<file path="src/rtl/nn_mux_pkg.sv">
// Shared definitions for the four-way round-robin mux arbiter.
// Holds the requester count, select width and output-stage state encoding.
package nn_mux_pkg;

    localparam int NREQ  = 4;
    localparam int SEL_W = 2;

    typedef enum logic {
        IDLE = 1'b0,
        BUSY = 1'b1
    } state_e;

endpackage

</file>
<file path="src/rtl/mux32x4.sv">
// Plain 32-bit four-input multiplexer; select picks which input reaches out.
module mux32x4 (
    input  logic [31:0] in0,
    input  logic [31:0] in1,
    input  logic [31:0] in2,
    input  logic [31:0] in3,
    input  logic [1:0]  select,
    output logic [31:0] out
);

    always_comb begin
        unique case (select)
            2'd0:    out = in0;
            2'd1:    out = in1;
            2'd2:    out = in2;
            default: out = in3;
        endcase
    end

endmodule

</file>
<file path="src/rtl/mux4_rr_arbiter.sv">
// Round-robin arbiter sharing one 32-bit path among four requesters; the
// winner's word is captured into a register and offered with valid/ready.
module mux4_rr_arbiter
    import nn_mux_pkg::*;
#(
    parameter int WIDTH = 32,   // mux32x4 is fixed at 32 bits
    parameter int CNT_W = 16
) (
    input  logic                clk,
    input  logic                reset_n,
    input  logic [NREQ-1:0]     req,
    input  logic [WIDTH-1:0]    in_data0,
    input  logic [WIDTH-1:0]    in_data1,
    input  logic [WIDTH-1:0]    in_data2,
    input  logic [WIDTH-1:0]    in_data3,
    output logic [NREQ-1:0]     ack,
    output logic [WIDTH-1:0]    out_data,
    output logic                out_valid,
    input  logic                out_ready,
    output logic [SEL_W-1:0]    out_src,
    output logic [CNT_W-1:0]    xfer_cnt
);

    state_e               state_q, state_d;
    logic [WIDTH-1:0]     out_data_q, out_data_d;
    logic [SEL_W-1:0]     out_src_q, out_src_d;
    logic [SEL_W-1:0]     ptr_q, ptr_d;
    logic [NREQ-1:0]      ack_q, ack_d;
    logic [CNT_W-1:0]     xfer_cnt_q, xfer_cnt_d;

    logic [NREQ-1:0]      eff_req;
    logic [SEL_W-1:0]     winner;
    logic [SEL_W-1:0]     cand;
    logic                 found;
    logic                 load;
    logic                 accept;
    logic [31:0]          mux_out;

    // A requester acked this cycle still shows its old req, so mask it.
    assign eff_req = req & ~ack_q;

    always_comb begin
        winner = ptr_q;
        cand   = ptr_q;
        found  = 1'b0;
        for (int k = 1; k <= NREQ; k++) begin
            cand = ptr_q + SEL_W'(k);
            if (!found && eff_req[cand]) begin
                winner = cand;
                found  = 1'b1;
            end
        end
    end

    mux32x4 u_mux (
        .in0    (in_data0),
        .in1    (in_data1),
        .in2    (in_data2),
        .in3    (in_data3),
        .select (winner),
        .out    (mux_out)
    );

    assign accept = (state_q == BUSY) && out_ready;
    assign load   = (|eff_req) && ((state_q == IDLE) || out_ready);

    // NOTE: every output of this block gets a default first so no latch is inferred.
    always_comb begin
        state_d    = state_q;
        out_data_d = out_data_q;
        out_src_d  = out_src_q;
        ptr_d      = ptr_q;
        ack_d      = '0;
        xfer_cnt_d = xfer_cnt_q;

        if (accept) begin
            xfer_cnt_d = xfer_cnt_q + CNT_W'(1);
        end

        if (load) begin
            out_data_d = mux_out;
            out_src_d  = winner;
            ptr_d      = winner;
            ack_d      = {{(NREQ-1){1'b0}}, 1'b1} << winner;
            state_d    = BUSY;
        end else if (accept) begin
            state_d    = IDLE;
        end
    end

    // NOTE: sequential state uses non-blocking assignments so all flops update together.
    always_ff @(posedge clk or negedge reset_n) begin
        if (!reset_n) begin
            state_q    <= IDLE;
            out_data_q <= '0;
            out_src_q  <= '0;
            ptr_q      <= SEL_W'(NREQ - 1);
            ack_q      <= '0;
            xfer_cnt_q <= '0;
        end else begin
            state_q    <= state_d;
            out_data_q <= out_data_d;
            out_src_q  <= out_src_d;
            ptr_q      <= ptr_d;
            ack_q      <= ack_d;
            xfer_cnt_q <= xfer_cnt_d;
        end
    end

    assign ack       = ack_q;
    assign out_data  = out_data_q;
    assign out_src   = out_src_q;
    assign out_valid = (state_q == BUSY);
    assign xfer_cnt  = xfer_cnt_q;

endmodule
</file>
<file path="config.mk">
export PLATFORM = sky130hd
export DESIGN_NAME = mux4_rr_arbiter
export DESIGN_NICKNAME = d
export VERILOG_FILES = /design/src/rtl/nn_mux_pkg.sv /design/src/rtl/mux32x4.sv /design/src/rtl/mux4_rr_arbiter.sv
export SDC_FILE = /design/constraint.sdc
export NUM_CORES = 1
export LEC_CHECK = 0
export ABC_AREA = 1
export CAP_MARGIN = 15
export CORE_ASPECT_RATIO = 1.2
export CORE_MARGIN = 5
export CORE_UTILIZATION = 44
export DETAILED_ROUTE_END_ITERATION = 10
export PLACE_DENSITY = 0.88
export SYNTH_ARGS = -nofsm -noshare
export SYNTH_HDL_FRONTEND = slang
export SYNTH_HIERARCHICAL = 1
export SYNTH_SLANG_ARGS = --single-unit
</file>
<file path="constraint.sdc">
create_clock -name clk -period 4.6 [get_ports clk]
set_input_delay 0.46 -clock clk [delete_from_list [all_inputs] [get_ports clk]]
set_output_delay 0.46 -clock clk [all_outputs]
set_load 0.01 [all_outputs]
</file>
==> flow_summary.yaml, run 1 <==
cts:
  cts.clk_slew.worst_paths_ns: 0.07
  cts_setup_buffers: 0
  post_cts_resized: 0
  cts_buffers: 9
  cts_buffer_depth: 2
  hold_buffers: 0
  cts_tree: "yes"
  cts_num_sinks: 57
  htree_levels: 3
  cts_root_buffer: "clkbuf_8"
  worstSkewPairLatency_ns: 0.33
grt:
  grt_overflow: 0
  antenna_found_initial: 0
  grt_pass1_vias: 3911
  track_usage: 0.231
  grt_max_degree: 58
  grt_first_pass_wirelength_um: 18700
die:
  die_h_um: 110
  rows: 36
  start_util: 0.450
  coreArea_um2: 8150
  die_w_um: 93.3
  die_area_um2: 10300
  pin_count: 190
synthesis:
  syn-num-nets: 621
  synth.avg_cell_area_um2: 7.56
  netlist_area_um2: 3670
  synthCells: 485
  seq_area_frac_synth: 0.390
  ys_ff_latch: 57
  yosys_warnings: 6
  synthDistinctLibCells: 29
drt:
  drt_iter0_drc: 256
  firstDrtPassIters: 5
  vias: 4053
  via_per_inst: 5.20
  ant_nets: 0
  wl_per_cell_um: 15.5
  drt-total-wl_um: 12000
  drc: 0
timing:
  tightestPinTransition_ns: 0.737
  drv_slew: 0
  max_freq_mhz: 350
  skew_ns: 0.0113
  fin_crit_sh: 0.620
  rsz0062_at_grt: "no"
  report.final.setup_viol: 0
  hold_viol: 0
  fin_setup_tns_ns: 0
  final.min_clock_period_ns: 2.85
  slew_headroom: 0.508
pwr:
  pwr_density_cell_nw_per_um2: 792
  leakage_nw: 2.57
  ir_drop_mv: 0.605
  seq_power_share: 0.195
  pwr-share-comb: 0.692
  cell_internal_pwr_mw: 2.19
  switchingPower_mw: 2.33
  clockPowerShare: 0.113
  p_sw_frac: 0.515
setup_path:
  rr_worst_depth: 14
  r2r_start: "ptr_q[0]"
  cp.required_ns: 4.86
  crit_path_end_kind: "flip-flop"
  r2r-end: "out_data[30]"
  crit_type: "reg2reg"
  crit_path_max_fanout: 32
  critPathLaunchType: "flip-flop"
  reg2reg_setup_slack_ns: 1.75
  cp.arrival_ns: 3.11
place:
  dp_cells: 763
  port_buffers: 189
  hpwl_um: 9080
  gp_congestion: 0.933
  dpl_cell_area_um2: 5490
outcome:
  status: "finished clean"
layout:
  synthToLayoutAreaGrowth_pct: 55.5
  instances_no_fill: 779
  drive_above_1_share: 0.102
  nNetsFinal: 796
  antenna_cells: 0
  fin_area_um2: 5700
run:
  maxCapViolations: 0
hold_path:
  hp-class: "in2async"
cells in the final DEF, fill, tap and decap left out, types with 2 or more instances in the layout:
cell | netlist | routed
inv_1 | 19 | 19
a21oi_1 | 2 | 2
clkinvlp_4 | 0 | 4
xnor2_1 | 2 | 2
clkbuf_8 | 0 | 9
nor2_1 | 4 | 4
nand2_2 | 8 | 9
nand2_1 | 173 | 172
xor2_1 | 13 | 13
bufinv_16 | 0 | 2
inv_2 | 7 | 7
nand3_2 | 17 | 17
buf_4 | 6 | 5
nor2_2 | 5 | 5
nor3_1 | 4 | 4
clkdlybuf4s50_1 | 0 | 188
nand4_1 | 33 | 33
nand3_1 | 102 | 102
clkinv_2 | 1 | 2
nand2_4 | 2 | 2
dfrtp_1 | 55 | 55
dfstp_2 | 2 | 2
how the worst max path moves through the flow:
stage	start	endpoint	depth (start not counted)
5_1_grt	ptr_q[0]	out_data[30]	14
3_3_place_gp	req[2]	out_data[30]	14
2_1_floorplan	ptr_q[0]	out_data[10]	16
3_5_place_dp	req[3]	out_data[23]	15
6_report	ptr_q[0]	out_data[30]	14
4_1_cts	ptr_q[0]	out_data[30]	14
power by group through the flow:
stage                     Clock [mW]  Sequential, mW  Combinational (mW)
after floorplan                    0           0.939                2.47
after global placement             0           0.878                3.00
after detailed placement           0           0.886                3.11
after CTS                      0.523           0.882                3.11
after global routing           0.543           0.910                3.49
final                          0.509           0.883                3.13
logic make-up (layout without fill, tap and decap cells):
logic type | Yosys count | count (layout) | synth area share
AND/OR/NAND/NOR | 351 | 351 | 0.468
adder cells (fa/ha/maj) | 1 | 1 | 0.00341
XOR/XNOR | 15 | 15 | 0.0358
AO/OA/AOI/OAI | 3 | 3 | 0.00409
flip-flops | 57 | 57 | 0.390
buffers and inverters | 58 | 238 | 0.0989
worst max-delay path: stages, from the launching register on:
cell and delay (ns):
dfstp_2 0.67, inv_6 0.08, nand3_1 0.13, nand3_2 0.14, nand2_4 0.10, nand2_1 0.06, nand2_1 0.08, nand2_1 0.05
nand2_1 0.06, nand2_2 0.34, inv_2 0.60, nand3_1 0.15, nand4_1 0.15, nand2_1 0.07, nand2_1 0.08
cells in the mapped netlist (all sizes together):
cell type	count	area [um^2]
dfrtp	55	1380
clkbuf	3	11.3
ha	1	12.5
xnor2	2	17.5
inv	27	106
nand3	120	698
buf	27	240
a21oi	2	10.0
clkinv	1	5.00
nand3b	1	7.51
nor2	9	46.3
dfstp	2	52.6
o21ai	1	5.00
nor3	5	36.3
nand2	183	722
nand4	33	206
xor2	13	114
per-stage QoR:
stage / utilization / hold slack (ns) / power [mW] / worst slack [ns]
detailed placement: 0.673 / 0.464 / 3.99 / 1.56
finish: 0.700 / 0.271 / 4.52 / 1.75
floorplan: - / 0.164 / 3.40 / 2.60
global route: 0.700 / 0.331 / 4.94 / 1.41
CTS: 0.700 / 0.299 / 4.52 / 1.79
global placement: 0.673 / 0.458 / 3.87 / 1.68
state kept, by name, indices dropped and copies added, names as in the netlist:
| signal | cells |
|---|---|
| out_src | 2 |
| out_valid | 1 |
| xfer_cnt | 16 |
| ack | 4 |
| ptr_q | 2 |
| out_data | 32 |
per-layer routing:
metal	vias up	routed length, um	GRT usage
li1	1954	-	-
met1	1858	4590	0.280
met2	220	6110	0.395
met3	21	1110	0.0584
met4	0	234	0.0869
met5	-	0	0
layout make-up:
type,count,area [um^2]
clock buffers,9,124
well taps,114,143
flip-flops and latches,57,1430
inverters,28,111
repair buffers,194,1920
fillers,646,2450
clock inverters,7,95.1
multi-input cells,370,1880
No activity file was read; power rests on OpenSTA's default activity.
==> run 2, diff against run 1 <==
- CORE_UTILIZATION: 44 -> 36
- PLACE_DENSITY: 0.88 -> 0.77
- clock period: 4.6 -> 2.6 ns (I/O delays scaled with it)
==> run 2 against run 1 <==
Final cell count up 2.3%; die area up 20%; register-to-register slack worse by 1.5 ns; critical path depth down 1; clock-buffer cell count unchanged; clock power up 110%; sequential cell count unchanged; hold slack better by 0.17 ns; sequential power up 77%; non-clock buffer count up 6; setup slack worse by 1.5 ns.
==> flow_summary.yaml, run 2 (synthesized netlist as in run 1, its figures left out) <==
grt:
  grt_pass1_vias: 4331
  grt_overflow: 0
  antenna_found_initial: 0
  grt.met1_usage: 0.236
  busiest_layer: "met2"
  grt_first_pass_wirelength_um: 20000
  grt_max_degree: 39
  met3_usage: 0.0577
  track_usage: 0.205
  globalRouteMet2Util: 0.345
timing:
  max_freq_mhz: 421
  report.final.setup_viol: 0
  skew_ns: 0.00795
  hold_viol: 0
  final.min_clock_period_ns: 2.37
  rsz0062_at_grt: "no"
  tightestPinTransition_ns: 0.488
  fin_crit_sh: 0.913
  worst_slack_ns: 0.226
  drv_slew: 0
  slew_headroom: 0.675
  fin_setup_tns_ns: 0
  hold_slack_ns: 0.437
drt:
  via_per_inst: 5.13
  drc: 0
  wl_per_cell_um: 15.7
  firstDrtPassIters: 5
  drt_iter0_drc: 154
  drt-total-wl_um: 12500
  ant_nets: 0
  vias: 4089
pwr:
  ir_drop_mv: 0.983
  pwr_density_cell_nw_per_um2: 1460
  switchingPower_mw: 4.33
  cell_internal_pwr_mw: 4.17
  p_total_mw: 8.51
  p_sw_frac: 0.509
  leakage_nw: 2.64
  seq_power_share: 0.183
  pwr-share-comb: 0.692
  clockPowerShare: 0.124
cts:
  cts_setup_buffers: 0
  cts_buffers: 9
  cts_num_sinks: 57
  cts.clk_slew.worst_paths_ns: 0.06
  htree_levels: 3
  worstSkewPairLatency_ns: 0.32
  cts_root_buffer: "clkbuf_16"
  cts_tree: "yes"
  cts_buffer_depth: 2
die:
  die_h_um: 121
  coreArea_um2: 10000
  pin_count: 190
  die_w_um: 102
  start_util: 0.366
  rows: 40
  die_area_um2: 12300
layout:
  instances_no_fill: 797
  fillers: 914
  finish.utilization: 0.584
  antenna_cells: 0
  drive_above_1_share: 0.109
  final_common_cell: "clkdlybuf4s50_1"
  fin_area_um2: 5850
  synthToLayoutAreaGrowth_pct: 59.4
  largest_register_ffs: 32
  layout_common_cells: "clkdlybuf4s50_1, nand2_1, nand3_1, dfrtp_1, nand4_1"
  multi_input_area_um2: 1880
  nNetsFinal: 802
  regArea_um2: 1430
setup_path:
  crit_type: "reg2reg"
  crit_start: "ptr_q[0]"
  cp.arrival_ns: 2.63
  cp.required_ns: 2.86
  rr_worst_depth: 13
  r2r-end: "out_data[4]"
  reg2reg_setup_slack_ns: 0.23
  crit_path_end_kind: "flip-flop"
  r2r_start: "ptr_q[0]"
  crit_end: "out_data[4]"
  crit_path_max_fanout: 38
  critPathLaunchType: "flip-flop"
outcome:
  status: "finished clean"
place:
  gp_congestion: 0.881
  dpl_cell_area_um2: 5550
  hpwl_um: 9560
  dp_cells: 780
  preCtsSetupSlack_ns: 0.0804
  port_buffers: 189
run:
  maxCapViolations: 0
hold_path:
  hp-class: "in2async"
-- run 2: how the worst min path moves through the flow --
| stage | endpoint | slack [ns] |
|---|---|---|
| floorplan | ack[0] | -0.04 |
| global placement | xfer_cnt[0] | 0.24 |
| detailed placement | xfer_cnt[2] | 0.25 |
| CTS | xfer_cnt[8] | 0.45 |
| global route | xfer_cnt[8] | 0.48 |
| finish | xfer_cnt[9] | 0.44 |
-- run 2: timing repair --
item,in CTS,in global routing
hold buffers,1,0
setup endpoints to repair,0,32
gates resized for setup,0,6
hold endpoints to repair,19,0
-- run 2: area by class of cell --
class | count | area share
inverter | 28 | 0.0199
multi-input combinational | 370 | 0.321
clock inverter | 7 | 0.00813
sequential | 57 | 0.244
clock buffer | 9 | 0.0385
tap | 126 | 0.0270
timing repair buffer | 200 | 0.341
-- run 2: worst max-delay path, cell delays in order, from the launching register on --
cell	delay [ns]
dfstp_2	0.67
inv_6	0.08
nand3_1	0.15
nand3_2	0.14
nand2_4	0.10
nand3_1	0.11
nand2_1	0.09
nand2_1	0.06
nand2_2	0.13
buf_6	0.30
nand3_1	0.17
nand4_1	0.15
nand2_1	0.06
nand2_1	0.07
-- run 2: per-layer routing --
metal  up-vias  part of all wire
li1       1974                 -
met1      1879              0.39
met2       206              0.50
met3        30             0.086
met4         0             0.029
met5         -                 0
-- run 2: power by group through the flow --
stage                     Clock [mW]  Sequential (mW)  Combinational (mW)
final                           1.06             1.56                5.89
after detailed placement           0             1.57                5.79
after CTS                       1.08             1.56                5.81
after floorplan                    0             1.66                4.36
after global routing            1.13             1.61                6.54
after global placement             0             1.56                5.64
==> run 3, diff against run 2 <==
- ABC_AREA: 1 -> default
- CORE_UTILIZATION: 36 -> 34
- RECOVER_POWER: default -> 100
==> run 3 against run 2 <==
Register-to-register slack improved by 0.15 ns; clock-buffer cell count increased by 4; critical path type unchanged; highest routed layer unchanged; synthesized cell count decreased by 43%; wire length decreased by 20%; global-route usage decreased by 2.8 points; die area decreased by 7.3%; sequential cell count unchanged.
==> flow_summary.yaml, run 3 <==
drt:
  vias: 2902
  drt_iter0_drc: 84
  drc: 0
  ant_nets: 0
  drt-total-wl_um: 10100
  wl_per_cell_um: 16.9
  firstDrtPassIters: 4
  via_per_inst: 4.87
synthesis:
  seq_area_frac_synth: 0.449
  yosysMostFrequentCell: "nand2_1"
  synthDistinctLibCells: 41
  synth_flop_cell: "dfrtp_1"
  async_flop_share: 1.00
  netlist_area_um2: 3180
  synth_edf_count: 0
  synth.avg_cell_area_um2: 11.5
  yosysTopAreaCell: "dfrtp_1"
  synth.top_cells.by_count: "nand2_1, dfrtp_1, mux4_2, xnor2_1, buf_2"
  yosys_warnings: 6
  ys_ff_latch: 57
  syn-num-nets: 413
  synth_top_cell_area_share: 0.432
  synthCells: 277
  synth_area_leaders: "dfrtp_1, mux4_2, nand2_1"
layout:
  nNetsFinal: 607
  fin_area_um2: 5380
  layout_common_cells: "clkdlybuf4s50_1, nand2_1, dlygate4sd3_1, dfrtp_1, mux4_2"
  synthToLayoutAreaGrowth_pct: 69.0
  final_common_cell: "clkdlybuf4s50_1"
  largest_register_ffs: 32
  antenna_cells: 0
  instances_no_fill: 596
  drive_above_1_share: 0.137
  fillers: 782
  finish.utilization: 0.593
die:
  die_h_um: 116
  die_area_um2: 11400
  coreArea_um2: 9080
  start_util: 0.351
  rows: 38
  pin_count: 190
  die_w_um: 98.3
timing:
  report.final.setup_viol: 0
  fin_setup_tns_ns: 0
  drv_slew: 0
  hold_viol: 0
  slew_headroom: 0.0651
  max_freq_mhz: 450
  fin_crit_sh: 0.855
  hold_slack_ns: 0.343
  worst_slack_ns: 0.377
  final.min_clock_period_ns: 2.22
  tightestPinTransition_ns: 1.40
  skew_ns: 0.00722
  rsz0062_at_grt: "no"
cts:
  post_cts_resized: 0
  htree_levels: 3
  cts_tree: "yes"
  cts_num_sinks: 57
  cts_buffers: 9
  worstSkewPairLatency_ns: 0.33
  cts_root_buffer: "clkbuf_8"
  cts_buffer_depth: 2
  hold_buffers: 0
  cts_setup_buffers: 0
  cts.clk_slew.worst_paths_ns: 0.06
grt:
  antenna_found_initial: 0
  grt_max_degree: 58
  globalRouteMet2Util: 0.318
  grt_overflow: 0
  busiest_layer: "met2"
  grt_pass1_vias: 3222
  met3_usage: 0.0638
  grt_first_pass_wirelength_um: 15700
  grt.met1_usage: 0.189
  track_usage: 0.177
setup_path:
  critPathLaunchType: "flip-flop"
  crit_path_max_fanout: 21
  cp.required_ns: 2.81
  cp.arrival_ns: 2.43
  crit_path_end_kind: "flip-flop"
  crit_type: "reg2reg"
place:
  hpwl_um: 8230
  dp_cells: 580
  preCtsSetupSlack_ns: 0.0652
  gp_congestion: 0.782
  dpl_cell_area_um2: 5220
  port_buffers: 189
pwr:
  leakage_nw: 2.37
  pwr_density_cell_nw_per_um2: 956
  p_total_mw: 5.15
  ir_drop_mv: 0.433
run:
  maxCapViolations: 0
hold_path:
  hp-class: "in2async"
outcome:
  status: "finished clean"
run 3: cell count changes after synthesis, sizes merged, moves of 3 or more:
cell,change
and3,+4
buf,-13
inv,-26
mux4,+32
nand2,-78
nand2b,+4
nand3,-113
nand4,-30
nor2,-3
nor3,-4
xnor2,+10
xor2,-10
run 3: power by group:
| group | switching, mW | internal [mW] |
|---|---|---|
| Combinational | 1.28 | 1.65 |
| Sequential | 0.238 | 1.26 |
| Clock | 0.331 | 0.393 |
run 3: cell type report:
| cell class | instances | area, um^2 | area share |
|---|---|---|---|
| Sequential cell | 57 | 1430 | 0.266 |
| Multi-Input combinational cell | 203 | 1650 | 0.306 |
| Tap cell | 120 | 150 | 0.0279 |
| Timing Repair Buffer | 199 | 1980 | 0.368 |
| Inverter | 1 | 3.75 | 0.000698 |
| Clock inverter | 3 | 15.0 | 0.00279 |
| Clock buffer | 13 | 159 | 0.0295 |
run 3: worst max-delay path, stage by stage, from the launching register on:
cell	delay, ns
dfrtp_1	0.38
nand2b_1	0.26
o2bb2ai_1	0.30
a211oi_4	0.13
inv_2	0.12
buf_12	0.20
mux4_1	0.56
nand2_1	0.07
nand2_1	0.06
run 3: final timing paths:
kind	from	end	slack (ns)	cells past startpoint
max	ack[3]	out_data[30]	0.38	8
max in group asynchronous	reset_n	out_data[10]	1.42	2
min in group clk	xfer_cnt[15]	xfer_cnt[15]	0.46	1
max reg2reg	ack[3]	out_data[30]	0.38	8
min reg2reg	xfer_cnt[15]	xfer_cnt[15]	0.46	1
min	reset_n	xfer_cnt[9]	0.34	2
run 3: cells by family (layout without fill, tap and decap cells):
kind of cell | count (synthesis) | in the layout | synth area share
AO/OA/AOI/OAI | 14 | 14 | 0.0385
XOR/XNOR | 15 | 15 | 0.0413
adder cells (fa/ha/maj) | 1 | 1 | 0.00393
buffers and inverters | 17 | 216 | 0.0417
flip-flops | 57 | 57 | 0.449
multiplexers | 33 | 33 | 0.232
AND/OR/NAND/NOR | 140 | 140 | 0.194
run 3: metal layers:
metal	vias to the layer above	wire length, um
met5	-	0
met4	0	243
met3	16	955
met2	138	5460
met1	1376	3430
li1	1372	-
